**config.mk**
```make
export PLATFORM = sky130hd
export DESIGN_NAME = irq_controller
export DESIGN_NICKNAME = d
export VERILOG_FILES = /design/src/rtl/irq_controller.sv
export SDC_FILE = /design/constraint.sdc
export NUM_CORES = 1
export LEC_CHECK = 0
export BUFFER_PORTS_ARGS = -buffer_cell sky130_fd_sc_hd__buf_2
export CORE_ASPECT_RATIO = 1.25
export CORE_MARGIN = 2
export CORE_UTILIZATION = 40
export DETAILED_ROUTE_END_ITERATION = 6
export SLEW_MARGIN = 30
export SYNTH_ARGS = -nofsm -noshare
export SYNTH_HDL_FRONTEND = slang
export SYNTH_HIERARCHICAL = 1
export SYNTH_SLANG_ARGS = --single-unit
```
**constraint.sdc**
```tcl
create_clock -name clk -period 1.9 [get_ports clk]
set_clock_uncertainty 0.2 [all_clocks]
set_input_delay 0.095 -clock clk [delete_from_list [all_inputs] [get_ports clk]]
set_output_delay 0.095 -clock clk [all_outputs]
set_load 0.05 [all_outputs]
```
**src/rtl/irq_controller.sv**
```systemverilog
// Interrupt controller with NUM_IRQ channels, 2-FF pin synchronisers, edge/level sensing,
// fixed or round-robin priority and a base+shifted-index vector format.
module irq_channel #(
  parameter bit LEVEL = 1'b0
) (
  input  logic clk,
  input  logic rst_n,
  input  logic pin,
  input  logic ack_hit,
  input  logic clear_all,
  output logic pending
);
  logic s0_q, s0_d, s1_q, s1_d, h_q, h_d, pend_q, pend_d, rise;

  always_comb begin
    s0_d = pin;
    s1_d = s0_q;
    h_d  = s1_q;
    rise = s1_q & ~h_q;
    // A rise beats a same-cycle ack so a fresh edge is never dropped.
    if (LEVEL)          pend_d = s1_q;
    else if (clear_all) pend_d = 1'b0;
    else if (rise)      pend_d = 1'b1;
    else if (ack_hit)   pend_d = 1'b0;
    else                pend_d = pend_q;
  end

  always_ff @(posedge clk) begin
    if (!rst_n) begin
      s0_q   <= 1'b0;
      s1_q   <= 1'b0;
      h_q    <= 1'b0;
      pend_q <= 1'b0;
    end else begin
      s0_q   <= s0_d;
      s1_q   <= s1_d;
      h_q    <= h_d;
      pend_q <= pend_d;
    end
  end

  assign pending = pend_q;
endmodule

module irq_controller #(
  parameter int          NUM_IRQ      = 8,
  parameter int          VECTOR_W     = 8,
  parameter int          VECTOR_SHIFT = 1,
  parameter int          VECTOR_BASE  = 0,
  parameter logic [31:0] LEVEL_MASK   = 32'h0,
  parameter bit          RR_EN        = 1'b0
) (
  input  logic                clk,
  input  logic                rst_n,
  input  logic [NUM_IRQ-1:0]  irq_pins,
  input  logic                irq_en,
  input  logic                masks_wrt_n,
  input  logic [NUM_IRQ-1:0]  masks_in,
  input  logic                vector_wrt_n,
  input  logic                int_ack,
  input  logic                clear_all,
  output logic [NUM_IRQ-1:0]  irq_status,
  output logic [NUM_IRQ-1:0]  irq_masks,
  output logic [VECTOR_W-1:0] irq_vector,
  output logic                vector_valid,
  output logic                int_pending
);
  localparam int                IDX_W    = (NUM_IRQ > 1) ? $clog2(NUM_IRQ) : 1;
  localparam logic [IDX_W-1:0]  LAST_RST = IDX_W'(NUM_IRQ - 1);
  localparam logic [VECTOR_W-1:0] BASE   = VECTOR_W'(VECTOR_BASE);

  logic [NUM_IRQ-1:0]   pending, ack_hit, masked;
  logic [NUM_IRQ-1:0]   status_q, status_d, masks_q, masks_d;
  logic                 request_q, request_d, vvalid_q, vvalid_d, ack_ok;
  logic [VECTOR_W-1:0]  vec_q, vec_d, ack_off, ack_idx;
  logic [IDX_W-1:0]     last_q, last_d, start, win;
  logic [2*NUM_IRQ-1:0] rot;
  logic [IDX_W:0]       sum;

  for (genvar gi = 0; gi < NUM_IRQ; gi++) begin : g_ch
    irq_channel #(.LEVEL(LEVEL_MASK[gi])) u_ch (
      .clk       (clk),
      .rst_n     (rst_n),
      .pin       (irq_pins[gi]),
      .ack_hit   (ack_hit[gi]),
      .clear_all (clear_all),
      .pending   (pending[gi])
    );
  end

  // Winner search: rotate masked so the search start lands at bit 0, take the
  // lowest set bit, then map back modulo NUM_IRQ. Fixed mode starts at 0.
  always_comb begin
    masked = status_q & masks_q;
    start  = '0;
    if (RR_EN && (last_q != LAST_RST)) start = last_q + 1'b1;
    rot = {masked, masked} >> start;
    sum = '0;
    for (int k = NUM_IRQ - 1; k >= 0; k--)
      if (rot[k]) sum = {1'b0, start} + (IDX_W+1)'(k);
    if (sum >= (IDX_W+1)'(NUM_IRQ)) sum = sum - (IDX_W+1)'(NUM_IRQ);
    win = sum[IDX_W-1:0];
  end

  // Ack decodes the currently latched vector, never the one being written.
  always_comb begin
    ack_off = vec_q - BASE;
    ack_idx = ack_off >> VECTOR_SHIFT;
    ack_ok  = int_ack && vvalid_q && ({1'b0, ack_idx} < (VECTOR_W+1)'(NUM_IRQ));
    for (int i = 0; i < NUM_IRQ; i++)
      ack_hit[i] = ack_ok && ({1'b0, ack_idx} == (VECTOR_W+1)'(i));
  end

  always_comb begin
    status_d  = pending;
    request_d = |masked;
    masks_d   = masks_wrt_n ? masks_q : masks_in;
    vec_d     = vec_q;
    vvalid_d  = vvalid_q;
    last_d    = last_q;
    if (!vector_wrt_n) begin
      if (|masked) begin
        vec_d    = BASE + (VECTOR_W'(win) << VECTOR_SHIFT);
        vvalid_d = 1'b1;
        if (RR_EN) last_d = win;
      end else begin
        vec_d    = BASE;
        vvalid_d = 1'b0;
      end
    end
  end

  always_ff @(posedge clk) begin
    if (!rst_n) begin
      status_q  <= '0;
      masks_q   <= '0;
      request_q <= 1'b0;
      vec_q     <= '0;
      vvalid_q  <= 1'b0;
      last_q    <= LAST_RST;
    end else begin
      status_q  <= status_d;
      masks_q   <= masks_d;
      request_q <= request_d;
      vec_q     <= vec_d;
      vvalid_q  <= vvalid_d;
      last_q    <= last_d;
    end
  end

  assign irq_status   = status_q;
  assign irq_masks    = masks_q;
  assign irq_vector   = vec_q;
  assign vector_valid = vvalid_q;
  assign int_pending  = request_q & irq_en;
endmodule

```
After elaboration in Yosys (flattened, before gate mapping)

Index checks and enable logic that the tools add are counted.
Widths: inputs -> output; s select.

Register bits after elaboration: 58
Output and inout bits: 26

Add/subtract/negate cells: 1
Order comparisons: 2
Equal/unequal tests: 7
Mux-type cells: 27
Bitwise logic cells: 19
Reductions and logical operators: 21

Operator list:

| kind                | number |
|---|---|
| $eq 7x3->1 const B  | 4 |
| $mux 4              | 5 |
| $mux 1              | 17 |
| $reduce_bool 2->1   | 8 |
| $mux 3              | 5 |
| $eq 7x2->1 const B  | 2 |
| $logic_and 1x1->1   | 10 |
| $and 1x1->1         | 9 |
| $not 1->1           | 9 |
| $and 8x8->8         | 1 |
| $logic_not 8->1     | 1 |
| $reduce_or 8->1     | 1 |
| $eq 7x1->1 const B  | 1 |
| $lt 7x4->1 const B  | 1 |
| $ge 4x4->1 const B  | 1 |
| $sub 3x1->3 const B | 1 |
| $reduce_or 2->1     | 1 |

Longest topological paths before layout

Depth in word-level cells: 12
Gate-level depth with buffers: 4

Modules after synthesis

Netlist, hierarchy kept.

By module, submodules not included:

| module         | times used | cells each | area an instance (µm²) | seq. area each (µm²) |
|---|---|---|---|---|
| irq_channel    | 8          | 11         | 133.9                  | 80.1 |
| irq_controller | 1          | 97         | 918.4                  | 420.4 |

Worst setup path after synthesis

Ideal clock, no wire load.

Path kind: register -> register
Start point: reg masks_q[4], in the netlist irq_masks[4]
End point: reg vec_q[3], in the netlist irq_vector[3]
Arrival time: 1.317 ns
Required time: 1.641 ns
Slack: 0.324 ns
Cell stages (with the launch flop): 5
Period minus slack after synthesis: 1.576 ns
Cells stage by stage: dfxtp_1 -> a22oi_1 -> and2_1 -> o31ai_1 -> and2_1

Word-level cells in the longest chain between the ends: 9
Elaborated cells between the ends (all ways): 11
Those cells by class: 1 x add/sub; 1 x order compare; 7 x mux; 1 x bitwise; 1 x reduce/logical

RTL lines:

| item                                             | RTL line | source |
|---|---|---|
| from (decl)                                      | 73       | `logic [NUM_IRQ-1:0] status_q, status_d, masks_q, masks_d;` |
| from (signal assigned)                           | 143      | `masks_q <= masks_d;` |
| $and 8x8->8 *                                    | 94       | `masked = status_q & masks_q;` |
| $mux 3                                           | 100      | `if (rot[k]) sum = {1'b0, start} + (IDX_W+1)'(k);` |
| $mux 4 (4 in a row)                              | 100      |  |
| $ge 4x4->1 / $sub 3x1->3 (equally long branches) | 101      | `if (sum >= (IDX_W+1)'(NUM_IRQ)) sum = sum - (IDX_W+1)'(NUM_IRQ);` |
| $mux 3                                           | 101      |  |
| $mux 4 *                                         | 122      | `if (\|masked) begin` |
| to (signal assigned)                             | 145      | `vec_q <= vec_d;` |
| to (decl)                                        | 75       | `logic [VECTOR_W-1:0] vec_q, vec_d, ack_off, ack_idx;` |

Mark *: on every way between the ends. The rest lies on a longest branch, timed or not.
A chain may end at the register's enable or synchronous reset.

Worst setup path after layout

Start point: reg vec_q[2], in the netlist irq_vector[2]
End point: reg g_ch[4].u_ch.pend_q

Word-level cells in the longest chain between the ends: 4
Elaborated cells between the ends (all ways): 5
Those cells by class: 1 x order compare; 1 x eq/ne; 3 x reduce/logical

RTL lines:

| item                          | RTL line | source |
|---|---|---|
| $lt 7x4->1                    | 109      | `ack_ok = int_ack && vvalid_q && ({1'b0, ack_idx} < (VECTOR_W+1)'(NUM_IRQ));` |
| $logic_and 1x1->1             | 109      |  |
| $logic_and 1x1->1 *           | 111      | `ack_hit[i] = ack_ok && ({1'b0, ack_idx} == (VECTOR_W+1)'(i));` |
| via ack_hit[4]                | 72       | `logic [NUM_IRQ-1:0] pending, ack_hit, masked;` |
| $reduce_bool 2->1 (no line) * | -        |  |
| to (signal assigned)          | 38       | `pend_q <= pend_d;` |
| to (decl)                     | 13       | `logic s0_q, s0_d, s1_q, s1_d, h_q, h_d, pend_q, pend_d, rise;` |

Mark *: on every way through the listed nets, which the timed path passes. The rest lies on a longest branch.

==> metrics.txt <==
status=finished clean; CP max FO=7; overall routing resource usage=13.1%; first-pass GRT wire length=5520 um; clock sinks=53; fmax=712 MHz; post-synthesis compound-gate area fraction=9.12%; crit path capture type=register; highest-count cells in the layout ignoring fill and taps=dfxtp_1 (53), buf_2 (43), and2_1 (36), nand2b_1 (18), dlygate4sd3_1 (18); minimum clock period=1.40 ns; Crit Path Category=register to register; cell count after synthesis=185; post-synthesis mux area share=4.03%; Worst Hold Launch=rst_n; max_cap viols=0; post-detail-place hpwl=2480 um; ant diodes=0; PwrDens=814 mW/mm2; Slew Viols, Final=0; post-route ant nets=0; slowest stage delay, CP=0.47 ns; GP Congestion=0.686; CTS buffer count=5; via count of the first global-routing pass=1227; reg2reg end=g_ch[4].u_ch/pending; final hold slack=0.0169 ns; DR iter-0 viols=47; P&R area growth vs syn=28.4%; drt total wl=3490 um; FILL cells=440; main combinational cell family by area after synthesis=simple AND/OR/NAND/NOR gates; footprint of the multi-input gates=893 um2; post-synthesis simple-gate area fraction=30.8%; setup TNS=0 ns; # DRC=0; critical path's top delay family=simple AND/OR/NAND/NOR gates; Ys Warns=6; post-synthesis sequential area ratio=53.3%; via count=1392; Chip Width=67.1 um; unrepaired setup endpoints after global routing=no; Initial Util=41.8%; Hold Path Class=input pin to register; WP data required=1.91 ns; IO buf count=43; share of layout cells above drive strength 1=29.0%; reg2reg start=irq_vector[2]; Final setup viols=0; clk_lat worst skew=0.30 ns; Area after DPL=0.00227 mm2; H-tree Lvls=2; Netlist cell types=28; WP buf/inv=0; Final Net Count=274; post-route clock period utilization=73.9%; setup slack, reg-to-reg=0.50 ns; Die H=82.8 um; Clk pin slew, worst setup/hold paths=0.09 ns; cell area after layout=0.00255 mm2; CTS root buf=clkbuf_8; total grt overflow=0; row count=28; Hold Crit Endpoint=vector_valid; DRT Pass-1 Iters=4; Crit path arrival time=1.41 ns; initial antenna violation count=0; Pleak=1.08 nW; Core Area=0.00476 mm2; Startpoint Class=register; WHS Path Cells=2; Final Hold Fails=0; largest net degree at the start of global routing=26; reg2reg path depth=4; syn avg cell area=10.8 um2; final core occ=53.6%; Top Ports=49; register area=0.00106 mm2; XOR/XNOR share of the synthesized area=0%; drt wl/cell=11.2 um; CP max stage cell=or3b_2; post-DR vias/cell=4.46; die area=0.00556 mm2; Clock Tree Buf Depth=2; VDD IR max=0.404 mV; CTS tree=done; most common cell after layout, fill and taps aside=dfxtp_1; Synth Area in Adders=0%; Cell Area, Synth=0.00199 mm2; Synth Register Bits=53; crit path cell chain=or3b_2 -> nor2_1 -> nand2b_1 -> a21oi_2
## worst max path at each step
stage / cells past startpoint / end / from
finish: 4 / g_ch[4].u_ch/pending / irq_vector[2]
global route: 4 / g_ch[0].u_ch/pending / irq_vector[1]
CTS: 4 / g_ch[4].u_ch/pending / irq_vector[1]
detailed placement: 4 / g_ch[4].u_ch/pending / irq_vector[1]
global placement: 4 / g_ch[4].u_ch/pending / irq_vector[1]
floorplan: 4 / irq_vector[3] / irq_masks[4]
## area by class of cell
cell class	instances	area share [%]
Tap cell	60	2.94
Clock inverter	1	0.196
Sequential cell	53	41.5
Clock buffer	7	3.77
Multi-Input combinational cell	128	35.0
Timing Repair Buffer	63	16.6
## power breakdown
part / internal, W / total (W) / leakage (nW) / switching, W
clock: 0.000330 / 0.000676 / 0.0542 / 0.000346
combinational: 0.0000998 / 0.000229 / 0.588 / 0.000129
sequential: 0.00115 / 0.00117 / 0.434 / 0.0000254
## repair_timing
item                      4_1_cts  5_1_grt
hold endpoints to repair       27        0
hold buffers                   18        0
setup buffers                   0        0
resized for setup               0        0
## Yosys cell counts, drive strengths merged
| cell type | number | area [um2] |
|---|---|---|
| nand4b | 1 | 8.76 |
| o31ai | 1 | 7.51 |
| nand2 | 9 | 33.8 |
| nor2b | 8 | 50.1 |
| nand3b | 2 | 15.0 |
| and2 | 36 | 225 |
| nand4 | 1 | 6.26 |
| a22o | 1 | 10.0 |
| o211a | 1 | 10.0 |
| a31oi | 1 | 6.26 |
| a32o | 2 | 20.0 |
| a21oi | 8 | 70.1 |
| dfxtp | 53 | 1060 |
| mux2i | 8 | 80.1 |
| nor2 | 6 | 22.5 |
| or3b | 1 | 8.76 |
| o21ai | 2 | 10.0 |
| a22oi | 4 | 40.0 |
| nand3 | 2 | 10.0 |
| clkbuf | 2 | 7.51 |
| nor3 | 2 | 10.0 |
| buf | 6 | 42.5 |
| conb | 1 | 3.75 |
| a21boi | 1 | 7.51 |
| nand2b | 26 | 223 |
## through the flow
step | setup WS (ns) | total power [W] | instances
6_report | 0.496 | 0.00208 | 312
5_1_grt | 0.406 | 0.00217 | 312
4_1_cts | 0.489 | 0.00210 | 312
3_5_place_dp | 0.503 | 0.00140 | 286
3_3_place_gp | 0.518 | 0.00140 | 286
2_1_floorplan | 0.324 | 0.00134 | 189
## kinds of logic after synthesis
group,count (synthesis)
AOI/OAI and AO/OA,21
DFF,53
buffers and inverters,8
and+or+nand+nor,94
muxes,8
other,1
## worst reg2reg max path: stages, from the launching register on
cell and delay [ns]:
dfxtp_1 0.38, or3b_2 0.47, nor2_1 0.10, nand2b_1 0.12, a21oi_2 0.05
## sequential cells by signal, summed over array words and instances (netlist names), 3 cells and up
| register | flops |
|---|---|
| g_ch.u_ch/h_d | 8 |
| g_ch.u_ch/h_q | 8 |
| g_ch.u_ch/pending | 8 |
| g_ch.u_ch/s0_q | 8 |
| irq_masks | 8 |
| irq_status | 8 |
| irq_vector | 3 |
## layer usage
metal | wire length, um | share of wire, % | track usage (%) | vias up
met4 | 71 | 2.0 | 6.12 | 0
met1 | 1650 | 47 | 16.5 | 616
li1 | - | - | - | 728
met3 | 236 | 6.8 | 4.34 | 6
met5 | 0 | 0 | 0 | -
met2 | 1530 | 44 | 20.0 | 42
Note: power is estimated with default switching activity, not from simulation.
